### config.mk
export PLATFORM = sky130hd
export DESIGN_NAME = stopwatch_cu_ext
export DESIGN_NICKNAME = d
export VERILOG_FILES = /design/src/rtl/stopwatch_pkg.sv /design/src/rtl/btn_edge_det.sv /design/src/rtl/stopwatch_cu_ext.sv
export SDC_FILE = /design/constraint.sdc
export NUM_CORES = 1
export LEC_CHECK = 0
export ABC_AREA = 0
export CORE_AREA = 2 2 58 60
export CTS_CLUSTER_DIAMETER = 150
export DETAILED_ROUTE_END_ITERATION = 12
export DIE_AREA = 0 0 60 62
export PLACE_DENSITY = 0.65
export SLEW_MARGIN = 5
export SYNTH_ARGS = -nofsm -noshare
export SYNTH_HDL_FRONTEND = slang
export SYNTH_SLANG_ARGS = --single-unit
### constraint.sdc
create_clock -name clk -period 3.7 [get_ports clk]
set_clock_uncertainty 0.15 [all_clocks]
set_input_delay 0.925 -clock clk [delete_from_list [all_inputs] [get_ports clk]]
set_output_delay 0.925 -clock clk [all_outputs]
set_load 0.05 [all_outputs]
### src/rtl/stopwatch_pkg.sv
// Shared definitions for the stopwatch control unit: state encoding, default
// command bytes and the command-byte matcher.
package stopwatch_pkg;

  typedef enum logic [1:0] {
    StStop  = 2'd0,
    StRun   = 2'd1,
    StLap   = 2'd2,
    StClear = 2'd3
  } sw_state_e;

  localparam logic [7:0] DEF_CMD_RUN   = 8'h52;
  localparam logic [7:0] DEF_CMD_CLEAR = 8'h43;
  localparam logic [7:0] DEF_CMD_STOP  = 8'h53;
  localparam logic [7:0] DEF_CMD_LAP   = 8'h4C;
  localparam logic [7:0] DEF_CMD_MODE  = 8'h4D;
  localparam logic [7:0] CASE_MASK     = 8'h20;

  // Lowercase alternative is the command with bit 5 forced high.
  function automatic logic cmd_match(input logic [7:0] data, input logic [7:0] cmd,
                                     input logic ci);
    return (data == cmd) || (ci && (data == (cmd | CASE_MASK)));
  endfunction

endpackage

### src/rtl/btn_edge_det.sv
// Rising-edge detector for a vector of debounced button levels; history is
// cleared by a synchronous active-low reset.
module btn_edge_det #(
  parameter int unsigned WIDTH = 3
) (
  input  logic             i_clk,
  input  logic             i_rst_n,
  input  logic [WIDTH-1:0] i_btn,
  output logic [WIDTH-1:0] o_rise
);

  logic [WIDTH-1:0] r_hist;

  always_ff @(posedge i_clk) begin
    if (!i_rst_n) r_hist <= '0;
    else          r_hist <= i_btn;
  end

  assign o_rise = i_btn & ~r_hist;

endmodule

### src/rtl/stopwatch_cu_ext.sv
// Stopwatch control unit: merges button edges and UART command bytes into a
// stop/run/lap/clear FSM plus an independent stopwatch/watch mode toggle.
module stopwatch_cu_ext
  import stopwatch_pkg::*;
#(
  parameter logic [7:0]  CMD_RUN          = DEF_CMD_RUN,
  parameter logic [7:0]  CMD_CLEAR        = DEF_CMD_CLEAR,
  parameter logic [7:0]  CMD_STOP         = DEF_CMD_STOP,
  parameter logic [7:0]  CMD_LAP          = DEF_CMD_LAP,
  parameter logic [7:0]  CMD_MODE         = DEF_CMD_MODE,
  parameter bit          CASE_INSENSITIVE = 1'b1,
  parameter int unsigned CLEAR_CYCLES     = 1
) (
  input  logic       clk,
  input  logic       rst,
  input  logic       btn_R,
  input  logic       btn_L,
  input  logic       btn_U,
  input  logic       rx_valid,
  input  logic [7:0] rx_data,
  output logic       run_stop,
  output logic       clear,
  output logic       lap_hold,
  output logic       mode,
  output logic       cmd_err,
  output logic [1:0] state
);

  localparam logic [7:0] CLR_LOAD = 8'(CLEAR_CYCLES - 1);

  logic [2:0] w_rise;
  logic       w_u_run, w_u_clr, w_u_stop, w_u_lap, w_u_mode, w_u_any;
  logic       w_l_ev, w_run_ev, w_clr_ev, w_lap_ev, w_mode_ev, w_stop_ev;
  sw_state_e  r_state, w_state_d;
  logic [7:0] r_cnt, w_cnt_d;
  logic       r_run_stop, r_clear, r_lap_hold, r_mode, r_cmd_err;

  btn_edge_det #(
    .WIDTH(3)
  ) u_edge (
    .i_clk  (clk),
    .i_rst_n(rst),
    .i_btn  ({btn_U, btn_L, btn_R}),
    .o_rise (w_rise)
  );

  always_comb begin
    w_u_run  = rx_valid && cmd_match(rx_data, CMD_RUN, CASE_INSENSITIVE);
    w_u_clr  = rx_valid && cmd_match(rx_data, CMD_CLEAR, CASE_INSENSITIVE);
    w_u_stop = rx_valid && cmd_match(rx_data, CMD_STOP, CASE_INSENSITIVE);
    w_u_lap  = rx_valid && cmd_match(rx_data, CMD_LAP, CASE_INSENSITIVE);
    w_u_mode = rx_valid && cmd_match(rx_data, CMD_MODE, CASE_INSENSITIVE);
    w_u_any  = w_u_run || w_u_clr || w_u_stop || w_u_lap || w_u_mode;

    // Run/clear buttons belong to the watch display while mode is set.
    w_l_ev    = w_rise[1] && !r_mode;
    w_run_ev  = (w_rise[0] && !r_mode) || w_u_run;
    w_clr_ev  = (w_l_ev && (r_state == StStop)) || w_u_clr;
    w_lap_ev  = (w_l_ev && ((r_state == StRun) || (r_state == StLap))) || w_u_lap;
    w_mode_ev = w_rise[2] || w_u_mode;
    w_stop_ev = w_u_stop;
  end

  always_comb begin
    w_state_d = r_state;
    w_cnt_d   = r_cnt;
    if (w_stop_ev) begin
      w_state_d = StStop;
      w_cnt_d   = 8'd0;
    end else begin
      unique case (r_state)
        StStop: begin
          if (w_run_ev) begin
            w_state_d = StRun;
          end else if (w_clr_ev) begin
            w_state_d = StClear;
            w_cnt_d   = CLR_LOAD;
          end
        end
        StRun: begin
          if (w_run_ev)      w_state_d = StStop;
          else if (w_lap_ev) w_state_d = StLap;
        end
        StLap: begin
          if (w_run_ev)      w_state_d = StStop;
          else if (w_lap_ev) w_state_d = StRun;
        end
        StClear: begin
          if (r_cnt == 8'd0) w_state_d = StStop;
          else               w_cnt_d   = r_cnt - 8'd1;
        end
      endcase
    end
  end

  always_ff @(posedge clk) begin
    if (!rst) begin
      r_state    <= StStop;
      r_cnt      <= 8'd0;
      r_run_stop <= 1'b0;
      r_clear    <= 1'b0;
      r_lap_hold <= 1'b0;
      r_mode     <= 1'b0;
      r_cmd_err  <= 1'b0;
    end else begin
      r_state    <= w_state_d;
      r_cnt      <= w_cnt_d;
      r_run_stop <= (w_state_d == StRun) || (w_state_d == StLap);
      r_clear    <= (w_state_d == StClear);
      r_lap_hold <= (w_state_d == StLap);
      r_mode     <= r_mode ^ w_mode_ev;
      r_cmd_err  <= rx_valid && !w_u_any;
    end
  end

  assign run_stop = r_run_stop;
  assign clear    = r_clear;
  assign lap_hold = r_lap_hold;
  assign mode     = r_mode;
  assign cmd_err  = r_cmd_err;
  assign state    = r_state;

endmodule
==> results of run 1 <==
[registers in the layout, indices dropped and copies added, names as in the netlist]
register / flops
state: 2
u_edge.r_hist: 3
lap_hold: 1
cmd_err: 1
r_cnt: 8
mode: 1
run_stop: 1
clear: 1
[routing by layer]
metal  track usage (%)  vias to the layer above  wire [um]
met5                 0                        -          0
met4              6.67                        0         51
met3              2.48                        6         51
li1                  -                      527          -
met2              26.9                       15       1210
met1              15.7                      489       1070
[placed cells by master, fill, tap and decap left out, types with 3 or more instances in the layout]
cell,n
nor4bb_1,3
a21oi_1,5
nor2b_1,3
or4_1,5
or3_1,3
mux2i_1,3
nand2b_1,4
inv_1,9
and2_1,7
o21ai_0,3
o31ai_1,4
dfxtp_1,18
nand2_1,9
clkbuf_4,3
a21boi_1,3
nor2_1,5
clkdlybuf4s50_1,19
ha_1,7
[final cells by class]
cell class | count | area (sq um) | share of cell area (%)
clock buffer | 4 | 36.3 | 2.53
inverter | 9 | 33.8 | 2.36
multi-input combinational | 100 | 741 | 51.7
sequential | 18 | 360 | 25.1
tap | 46 | 57.6 | 4.01
timing repair buffer | 21 | 205 | 14.3
[per-stage QoR]
stage / worst slack [ns] / area (sq um) / hold WS (ns) / utilization [%]
finish: 0.638 / 1430 / 0.340 / 45.1
global route: 0.462 / 1430 / 0.357 / 45.1
CTS: 0.631 / 1430 / 0.341 / 45.1
detailed placement: 0.313 / 1400 / 0.325 / 44.0
global placement: 0.354 / 1400 / 0.304 / 44.0
floorplan: 0.902 / 1160 / 0.287 / -
[power by group through the flow]
stage          combinational, mW  sequential [mW]  clock (mW)
6_report                   0.213            0.237       0.127
5_1_grt                    0.240            0.239       0.135
4_1_cts                    0.214            0.236       0.131
3_5_place_dp               0.213            0.241           0
3_3_place_gp               0.206            0.239           0
2_1_floorplan              0.139            0.259           0
[cells by family after synthesis]
group,after synthesis,synth area share [%]
AND/OR/NAND/NOR,57,31.2
AO/OA/AOI/OAI,31,20.9
adder cells (fa/ha/maj),7,7.53
multiplexers,3,2.58
XOR/XNOR,2,1.51
flip-flops,18,31.0
buffers and inverters,14,5.38
[critical path, cell delays in order]
cell and delay (ns):
clkdlybuf4s50_1 0.49, or3b_1 0.47, o41a_2 0.48, o211ai_1 0.12, o211ai_1 0.13, o2111a_1 0.17
ha_1 0.27, nor2b_1 0.10
[worst max-delay path by stage]
| stage | startpoint | end |
|---|---|---|
| after floorplan | rx_data[0] | run_stop$_SDFF_PN0_ |
| after global placement | rx_data[1] | run_stop$_SDFF_PN0_ |
| after detailed placement | rx_data[1] | run_stop$_SDFF_PN0_ |
| after CTS | rx_data[1] | run_stop$_SDFF_PN0_ |
| after global routing | rx_data[1] | run_stop$_SDFF_PN0_ |
| final | rx_data[1] | run_stop$_SDFF_PN0_ |
==> impl_metrics.toml, run 1 <==
[logic_synthesis]
ys_top_cells_by_area = "dfxtp_1 31%, ha_1 7.5%, and2_1 3.8%"
syn_nets = 153
synth_seq_cells = 18
synth.largest_area_cell = "dfxtp_1"
ys_async_sr_fraction_pct = 0
synth_top_area_share_pct = 31.0
syn_area_per_cell_sq_um = 8.82
synthCells = 132
synthDistinctLibCells = 45
synth_edf_count = 0
yosys_warnings = 0
yosysMostFrequentCell = "dfxtp_1"
ys_seq_area_share_pct = 31.0
syn_area_sq_um = 1160
synth_common_cells = "18 x dfxtp_1, 9 x inv_1, 9 x nand2_1, 7 x and2_1, 7 x ha_1"
ys.flop_type = "dfxtp_1"

[floorplan]
io_pins = 21
dieWidth_um = 60
die_h_um = 62
start_util_pct = 36.6
die-area_sq_um = 3720
rows = 21
core_sq_um = 3180

[finish]
nFillCells = 313
instances_no_fill = 198
antenna_cells = 0
syn2layout_area_growth_pct = 23.2
nets = 174
drive_gt1_share_pct = 7.89

[detailed_routing]
remaining_drc_errors = 0
vias = 1037
wl_per_cell_um = 12.0
drtAntennaViolNets = 0
dr.pass1.iters = 4
first_iter_violations = 15
viasPerCell = 5.24
wl_um = 2380

[timing]
finalSetupTns_ns = 0
relSlewSlack_pct = 49.5
rsz0062_at_grt = "false"
period_minus_slack_ns = 3.06
min_period_over_period_pct = 82.8
worst_pin_slew_ns = 0.753
report.final.slew_viol_count = 0
hold_viol = 0
fmax_mhz = 327
setup-violations-final = 0

[pwr]
power_mw = 0.576
seq_power_share_pct = 41.1
pwr_density_cell_nw_per_um2 = 402
switchingPower_mw = 0.205
clockPowerShare_pct = 22.0
power_frac_comb_pct = 36.9
switching_share_pct = 35.6
leakagePower_nw = 0.559
ir_drop_uv = 202
p_int_mw = 0.371

[placement]
gp_congestion = 0.912
port_buffers = 19
place_inst = 194
dp_hpwl_um = 1860

[clocking]
clk_pin_slew_ns = 0.12
clock-root-buffer = "clkbuf_4"
cts_buffers = 3
h-tree-depth = 1
clock-sinks = 18
clockBufferDepth = 2
clock_latency_ns = 0.30
cts_tree = "done"
hold_buffers = 0
cts_setup_buffers = 0
cts_resized = 0

[worst_setup_path]
r2r_start = "state[1]$_SDFF_PN0_"
cp_max_fo = 6
crit-reg2reg-capture = "run_stop$_SDFF_PN0_"
worstPathArrival_ns = 3.15
critical_path_class = "in -> reg"
reg2reg_depth = 9
worstSetupEndpointType = "flop"
cp-start-kind = "input port"
worst-r2r-setup-slack_ns = 0.97
cp.required_ns = 3.79

[global_routing]
grtUsageTotal_pct = 14.3
globalRouteOverflowTotal = 0
grt_antenna_before_repair = 0
grt_start_max_net_pins = 14
grt_pass1_wl_um = 4040
grt_pass1_vias = 984

[min_path]
whs_endpoint = "r_cnt[7]$_SDFFE_PP0P_"
hp-class = "reg -> reg"
min_from = "r_cnt[7]$_SDFFE_PP0P_"
hold_depth = 2

[job]
maxCapViolCount = 0

[run_status]
outcome = "finished clean"
No activity file was read; power rests on OpenSTA's default activity.
==> inputs of run 2 (changes only) <==
==> constraint.sdc (replaced) <==
create_clock -name clk -period 3.05 [get_ports clk]
set_clock_uncertainty 0.15 [all_clocks]
set_input_delay 0.7625 -clock clk [delete_from_list [all_inputs] [get_ports clk]]
set_output_delay 0.7625 -clock clk [all_outputs]
set_load 0.05 [all_outputs]
==> run 2 against run 1 <==
  * Hold slack worse by 0.018 ns
  * First-iteration DRC count grew to 2.6 times the previous value
  * Via count is 7.3% higher
  * Critical path depth stayed put
  * Cell count is 6.1% higher
  * Cell area is 6.3% higher
  * Critical path type unchanged
==> impl_metrics.toml, run 2 (synthesis results as in run 1) <==
[finish]
register_area_sq_um = 360
nets = 186
antenna_cells = 0
nFillCells = 302
final_cell_mix = "19 x clkdlybuf4s50_1, 18 x dfxtp_1, 14 x buf_4, 9 x inv_1, 9 x nand2_1"
top_register = "r_cnt"
syn2layout_area_growth_pct = 31.0
drive_gt1_share_pct = 14.6
final_common_cell = "clkdlybuf4s50_1"
multi_input_area_sq_um = 741
largest_reg_flops = 8
finalInstanceArea_sq_um = 1520

[global_routing]
grtUsageTotal_pct = 15.7
grt_pass1_vias = 1072
grt_pass1_wl_um = 4490
grt_start_max_net_pins = 14
globalRouteOverflowTotal = 0
grt_antenna_before_repair = 0

[worst_setup_path]
crit-reg2reg-capture = "run_stop$_SDFF_PN0_"
cp_max_fo = 6
worstPathArrival_ns = 2.94
worstSetupEndpointType = "flop"
slowest_stage = "o41a_2"
worst-r2r-setup-slack_ns = 0.51
cpMostUsedCell = "o211ai_1"
cp_cell_sequence = "clkdlybuf4s50_1 -> or3b_1 -> o41a_2 -> o211ai_1 -> o211ai_1 -> o2111a_1 -> ha_1 -> nor2b_1"
critical_path_class = "in -> reg"
critPathTopFamily = "compound AO/OA/AOI/OAI gates"
r2r_start = "state[1]$_SDFF_PN0_"
critPathMaxStageDelay_ns = 0.48
cp.required_ns = 3.15
cp_num_buf_inv = 1
cp-start-kind = "input port"
reg2reg_depth = 10

[detailed_routing]
drtAntennaViolNets = 0
dr.pass1.iters = 4
viasPerCell = 5.30
vias = 1113
wl_um = 2620
remaining_drc_errors = 0
first_iter_violations = 39
wl_per_cell_um = 12.5

[floorplan]
die-area_sq_um = 3720
die_h_um = 62
rows = 21
io_pins = 21
start_util_pct = 36.6
dieWidth_um = 60
core_sq_um = 3180

[run_status]
outcome = "finished clean"

[min_path]
min_from = "r_cnt[5]$_SDFFE_PP0P_"
hold_depth = 2
whs_endpoint = "r_cnt[5]$_SDFFE_PP0P_"
hp-class = "reg -> reg"

[timing]
report.final.slew_viol_count = 0
rsz0062_at_grt = "false"
fmax_mhz = 352
hold_viol = 0
postLayoutSetupSlackWorst_ns = 0.209
finalSetupTns_ns = 0
relSlewSlack_pct = 66.6
min_period_over_period_pct = 93.1
setup-violations-final = 0
period_minus_slack_ns = 2.84
worst_pin_slew_ns = 0.499

[clocking]
cts_setup_buffers = 0
cts_resized = 0
cts_tree = "done"
clock-root-buffer = "clkbuf_4"
cts_buffers = 3
clockBufferDepth = 2
clk_pin_slew_ns = 0.11
clock_latency_ns = 0.30
h-tree-depth = 1
clock-sinks = 18
hold_buffers = 0

[pwr]
pwr_density_cell_nw_per_um2 = 474
leakagePower_nw = 0.616
power_mw = 0.723
ir_drop_uv = 218

[placement]
port_buffers = 19
gp_congestion = 0.915
place_area_sq_um = 1490
dp_hpwl_um = 2070
dp_slack_ns = -0.115

[job]
maxCapViolCount = 0
==> run 2: cell count changes in the layout (fill, tap and decap cells not counted), sizes merged <==
cell	before	now
buf	2	14
==> run 2: worst register-to-register path, cell delays in order, from the launching register on <==
cell,delay (ns)
dfxtp_1,0.50
inv_1,0.11
ha_1,0.28
nor4bb_1,0.25
buf_4,0.17
a211oi_1,0.05
o22a_1,0.19
o211ai_1,0.20
o2111a_1,0.25
ha_1,0.24
nor2b_1,0.10
==> run 2: routing by layer <==
layer / vias to the layer above / routed length (um) / global-route usage (%)
met3: 7 / 96 / 2.28
li1: 556 / - / -
met2: 26 / 1410 / 30.3
met4: 0 / 50 / 6.35
met1: 524 / 1070 / 17.1
met5: - / 0 / 0
==> run 2: through the flow <==
step / util (%) / hold WS, ns / instances
2_1_floorplan: - / 0.287 / 132
3_3_place_gp: 46.8 / 0.301 / 206
3_5_place_dp: 46.8 / 0.311 / 206
4_1_cts: 47.9 / 0.327 / 210
5_1_grt: 47.9 / 0.365 / 210
6_report: 47.9 / 0.323 / 210
==> run 2: final cells by class <==
type | count | share of cell area, %
multi-input combinational | 100 | 48.6
sequential | 18 | 23.6
timing repair buffer | 33 | 19.4
tap | 46 | 3.78
clock buffer | 4 | 2.38
inverter | 9 | 2.22
==> run 2: worst max-delay path by stage <==
| stage | slack (ns) | cells past startpoint | endpoint | start |
|---|---|---|---|---|
| finish | 0.21 | 8 | run_stop$_SDFF_PN0_ | rx_data[1] |
| global route | 0.06 | 8 | run_stop$_SDFF_PN0_ | rx_data[1] |
| CTS | 0.21 | 8 | run_stop$_SDFF_PN0_ | rx_data[1] |
| detailed placement | -0.12 | 8 | run_stop$_SDFF_PN0_ | rx_data[1] |
| global placement | -0.07 | 8 | run_stop$_SDFF_PN0_ | rx_data[1] |
| floorplan | 0.26 | 9 | run_stop$_SDFF_PN0_ | state[0]$_SDFF_PN0_ |
==> run 2: report_power, final <==
part	total [mW]	internal, mW	switching, mW
Combinational	0.283	0.133	0.150
Sequential	0.286	0.263	0.0231
Clock	0.154	0.0729	0.0809
Total	0.723	0.469	0.254
